==> config.mk <==
export PLATFORM = sky130hd
export DESIGN_NAME = disp_pixout
export DESIGN_NICKNAME = d
export VERILOG_FILES = /design/src/rtl/disp_pixout.sv
export SDC_FILE = /design/constraint.sdc
export NUM_CORES = 1
export LEC_CHECK = 0
export BUFFER_PORTS_ARGS = -buffer_cell sky130_fd_sc_hd__buf_2
export CAP_MARGIN = 20
export CORE_MARGIN = 2
export CORE_UTILIZATION = 44
export CTS_CLUSTER_DIAMETER = 30
export CTS_CLUSTER_SIZE = 10
export DETAILED_ROUTE_END_ITERATION = 12
export PLACE_DENSITY_LB_ADDON = 0.15
export SLEW_MARGIN = 20
export SYNTH_ARGS = -nofsm -noshare
export SYNTH_HDL_FRONTEND = slang
export SYNTH_SLANG_ARGS = --single-unit
==> constraint.sdc <==
create_clock -name CLK -period 2.83 [get_ports CLK]
set_clock_uncertainty 0.2 [all_clocks]
set_input_delay 0.1415 -clock CLK [delete_from_list [all_inputs] [get_ports CLK]]
set_output_delay 0.1415 -clock CLK [all_outputs]
set_load 0.01 [all_outputs]
==> src/rtl/disp_pixout.sv <==
// Display pixel output stage: paces FIFO reads against the sync generator counters,
// delays pixels and syncs by two cycles, and tracks FIFO underflow.
module disp_pixout #(
  parameter int unsigned HDISP   = 1024,
  parameter int unsigned VDISP   = 768,
  parameter int unsigned HPERIOD = 1344,
  parameter int unsigned VPERIOD = 806
) (
  input  logic        CLK,
  input  logic        RST,
  input  logic [10:0] HCNT,
  input  logic [9:0]  VCNT,
  input  logic        HS_IN,
  input  logic        VS_IN,
  input  logic [23:0] FIFO_DOUT,
  input  logic        FIFO_EMPTY,
  output logic        FIFO_RD,
  output logic        FIFO_FLUSH,
  output logic        FRAME_REQ,
  input  logic        CLR_ERR,
  output logic [4:0]  VGA_R,
  output logic [5:0]  VGA_G,
  output logic [4:0]  VGA_B,
  output logic        VGA_HS,
  output logic        VGA_VS,
  output logic        VGA_DE,
  output logic        UNDERFLOW,
  output logic [15:0] UFCNT
);

  localparam logic [10:0] HDispW  = 11'(HDISP);
  localparam logic [9:0]  VDispW  = 10'(VDISP);
  localparam logic [10:0] HLastW  = 11'(HPERIOD - 1);
  localparam logic [9:0]  VLastW  = 10'(VPERIOD - 1);

  typedef enum logic [1:0] {StIdle, StWait, StRun, StResync} state_e;

  state_e state_q;
  logic   disp_en;
  logic   req_pt;
  logic   start_pt;
  logic   underflow_ev;
  logic   en_s1;
  logic   vld_s1;
  logic   hs_s1;
  logic   vs_s1;

  assign disp_en  = (HCNT < HDispW) && (VCNT < VDispW);
  assign req_pt   = (HCNT == 11'd0) && (VCNT == VDispW);
  assign start_pt = (HCNT == HLastW) && (VCNT == VLastW);

  // Reset gates the strobe combinationally so an in-flight read is aborted at once.
  assign FIFO_RD      = !RST && (state_q == StRun) && disp_en && !FIFO_EMPTY;
  assign underflow_ev = !RST && (state_q == StRun) && disp_en && FIFO_EMPTY;

  always_ff @(posedge CLK) begin
    if (RST) begin
      state_q    <= StIdle;
      FRAME_REQ  <= 1'b0;
      FIFO_FLUSH <= 1'b0;
    end else begin
      FRAME_REQ  <= 1'b0;
      FIFO_FLUSH <= 1'b0;
      unique case (state_q)
        StIdle, StResync: begin
          if (req_pt) begin
            FRAME_REQ  <= 1'b1;
            FIFO_FLUSH <= 1'b1;
            state_q    <= StWait;
          end
        end
        StWait: begin
          if (start_pt) state_q <= StRun;
        end
        StRun: begin
          if (underflow_ev) begin
            state_q <= StResync;
          end else if (req_pt) begin
            FRAME_REQ <= 1'b1;
          end
        end
        default: state_q <= StIdle;
      endcase
    end
  end

  // Two-stage pixel pipeline; FIFO data arrives the cycle after the strobe.
  always_ff @(posedge CLK) begin
    if (RST) begin
      en_s1  <= 1'b0;
      vld_s1 <= 1'b0;
      VGA_DE <= 1'b0;
      VGA_R  <= '0;
      VGA_G  <= '0;
      VGA_B  <= '0;
    end else begin
      en_s1  <= disp_en;
      vld_s1 <= FIFO_RD;
      VGA_DE <= en_s1;
      VGA_R  <= vld_s1 ? FIFO_DOUT[23:19] : 5'd0;
      VGA_G  <= vld_s1 ? FIFO_DOUT[15:10] : 6'd0;
      VGA_B  <= vld_s1 ? FIFO_DOUT[7:3]   : 5'd0;
    end
  end

  always_ff @(posedge CLK) begin
    if (RST) begin
      hs_s1  <= 1'b1;
      vs_s1  <= 1'b1;
      VGA_HS <= 1'b1;
      VGA_VS <= 1'b1;
    end else begin
      hs_s1  <= HS_IN;
      vs_s1  <= VS_IN;
      VGA_HS <= hs_s1;
      VGA_VS <= vs_s1;
    end
  end

  // A new underflow overrides a coincident clear.
  always_ff @(posedge CLK) begin
    if (RST) begin
      UNDERFLOW <= 1'b0;
      UFCNT     <= '0;
    end else begin
      if (underflow_ev) begin
        UNDERFLOW <= 1'b1;
        if (UFCNT != 16'hFFFF) UFCNT <= UFCNT + 16'd1;
      end else if (CLR_ERR) begin
        UNDERFLOW <= 1'b0;
      end
    end
  end

endmodule

==> flow_summary_export.csv <==
group,metric,value,unit
sta,tightestPinTransition,0.771,ns
clocking,cts_max_level,2,
sta,finalSetupViolations,0,
synth,yosysTopAreaCell,"dfxtp_1",
synth,synthTopCellsByArea,"dfxtp_1, and2_1, xnor2_1",
synth,synthAdderAreaFrac,0.0291,
synth,async_reset_ff_frac,0,
global_routing,gr-usage-all-layers,0.202,
layout,multiInputGateArea,798,um2
layout,syn_to_final_growth,46.5,%
critical_path,cp_cell_sequence,"dlygate4sd3_1 -> buf_2 -> nor4_1 -> dlygate4sd3_1 -> nand4_1 -> dlygate4sd3_1 -> nor4_1",
global_routing,grt_pass1_vias,1509,
global_routing,grt_overflow,0,
synth,synth_top_area_frac,0.513,
layout,antennaDiodeCount,0,
synth,syn_avg_cell_area,9.60,um2
clocking,cts_buffer_depth,2,
sta,grt_setup_unrepaired,"false",
synth,syn_area,1720,um2
global_routing,antenna_found_initial,0,
global_routing,grt_max_degree,29,
clocking,clk_pin_slew,0.08,ns
synth,post-synth-top-count-cell,"dfxtp_1",
floorplanning,fp.dieH,66.5,um
floorplanning,die_w,66.5,um
drt,vias_per_cell,4.98,
layout,fill_cells,332,
placement,hpwlAfterDp,2900,um
synth,syn_inst,179,
power,power_density,488,nW/um2
sta,fin_crit_sh,0.897,
synth,synth-xor-area-share,0.0459,
drt,drt_wl_total,4220,um
critical_path,arrival,2.53,ns
synth,yosys.area_share.simple,0.285,
drt,drc,0,
drt,wl_per_cell,12.5,um
synth,synth_edf_count,0,
sta,slew_headroom,0.485,
sta,finalMaxSlewViolations,0,
floorplanning,num_rows,22,
synth,synth-compound-area-share,0.0932,
layout,final_util,0.677,
placement,gp_congestion,0.890,
clocking,numCtsBuffers,5,
drt,vias,1678,
floorplanning,ios,90,
layout,seq_area,881,um2
synth,yosysSeqAreaShare,0.513,
synth,yosys_warnings,0,
sta,clock.fmax,0.394,GHz
critical_path,crit_path_end,"FRAME_REQ",
clocking,cts.sinks,44,
critical_path,required,2.82,ns
synth,ys.flop_type,"dfxtp_1",
synth,ys_types,31,
critical_path,worstRegToRegCells,5,
drt,dr.pass1.iters,4,
critical_path,setup.worst_path.start,"VCNT[5]",
drt,drtIter0Drc,101,
critical_path,critPathSlowestCell,"dlygate4sd3_1",
sta,fin_crit,2.54,ns
placement,dp.cells,304,
sta,tns,0,ns
min_path,hp-start,"VCNT[9]",
synth,muxShareOfSynthArea,0.0117,
critical_path,rrSetupSlack,0.43,ns
synth,synth_nets,234,
critical_path,worstPathMaxFanout,2,
critical_path,critPathKind,"in -> reg",
placement,port_buffers,81,
synth,synth_top_family_by_area,"simple AND/OR/NAND/NOR gates",
global_routing,grt_pass1_wl,6870,um
clocking,cts_root_buffer,"clkbuf_8",
drt,ant_nets,0,
floorplanning,core_area,3720,um2
critical_path,cp-start-kind,"primary input",
sta,final-hold-violation-count,0,
power,ir_worst_vdd,0.367,mV
floorplanning,initial_core_util,0.462,
layout,drive_above_1_share,0.336,
critical_path,slowest_delay,0.60,ns
synth,synthTopCellsByCount,"dfxtp_1, and2_1, nor2_1",
power,p_leak,0.00112,uW
synth,synth_seq_cells,44,
run_status,outcome,"finished clean",
run,maxCapViolCount,0,
critical_path,critPathCaptureType,"register",
layout,nets,344,
critical_path,r2r-start,"UFCNT[2]",
min_path,hold_path.class,"in -> reg",
clocking,cts_tree,"yes",
floorplanning,design.die.area,4420,um2
critical_path,crit_path_frequent_cell,"dlygate4sd3_1",
clocking,clock_latency,0.29,ns
layout,fin_cells,337,
critical_path,reg2reg_to,"UFCNT[15]",
==> cells by family after synthesis <==
group | Yosys count
buffers and inverters | 10
flip-flops | 44
AO/OA/AOI/OAI | 23
XOR/XNOR | 9
multiplexers | 2
adder cells (fa/ha/maj) | 4
AND/OR/NAND/NOR | 87
==> through the flow <==
step / instance area, um2 / power (uW) / hold WS (ns) / setup slack, ns
after floorplan: 1720 / 784 / 0.0139 / 0.606
after global placement: 2170 / 845 / 0.140 / 0.529
after detailed placement: 2170 / 848 / 0.129 / 0.443
after CTS: 2520 / 1240 / 0.191 / 0.301
after global routing: 2520 / 1290 / 0.233 / 0.0663
final: 2520 / 1230 / 0.202 / 0.290
==> timing repair <==
item | 4_1_cts | 5_1_grt
hold endpoints to repair | 23 | 0
hold buffers | 26 | 0
setup buffers | 0 | 0
gates resized for setup | 0 | 0
==> layout by cell type (no fill, tap or decap), types with 5 or more instances in the layout <==
| cell type | n |
|---|---|
| nand3_1 | 8 |
| and2_1 | 18 |
| or2_2 | 5 |
| buf_2 | 81 |
| dfxtp_1 | 44 |
| a21oi_1 | 8 |
| xnor2_1 | 8 |
| nand2_1 | 8 |
| nor2_1 | 14 |
| clkbuf_8 | 5 |
| nor3_1 | 6 |
| or4_1 | 5 |
| dlygate4sd3_1 | 26 |
| nor4_1 | 8 |
| nand4_1 | 5 |
==> routing by layer <==
layer  global-route usage  wire (um)
met5                    0          0
met4               0.0536         21
met3               0.0507        312
met2                0.349       2100
met1                0.248       1780
==> cell type report <==
class | instances | area share
Multi-Input combinational cell | 125 | 0.317
Inverter | 4 | 0.00597
Tap cell | 48 | 0.0239
Clock inverter | 2 | 0.00497
Timing Repair Buffer | 109 | 0.271
Clock buffer | 5 | 0.0273
Sequential cell | 44 | 0.350
==> registers in the layout (all words and copies together) (netlist names), 2 cells and up <==
register / count
VGA_G: 6
VGA_R: 5
UFCNT: 16
state_q: 2
VGA_B: 5
==> report_power, final <==
group,switching (uW),total [uW],internal [uW]
Combinational,107,212,105
Clock,196,363,167
Sequential,15.2,654,639
==> worst max-delay path, delay by kind of cell <==
family | cells | cell delay [ns]
AND/OR/NAND/NOR | 3 | 0.54
buffers and inverters | 4 | 1.84
==> worst min path at each step <==
stage | end | slack, ns | cells past startpoint
after global routing | VGA_VS | 0.23 | 1
after global placement | hs_s1 | 0.14 | 2
after detailed placement | vs_s1 | 0.13 | 2
after floorplan | vld_s1 | 0.01 | 1
final | UNDERFLOW | 0.20 | 5
after CTS | UNDERFLOW | 0.19 | 5
No activity file was read; power rests on OpenSTA's default activity.
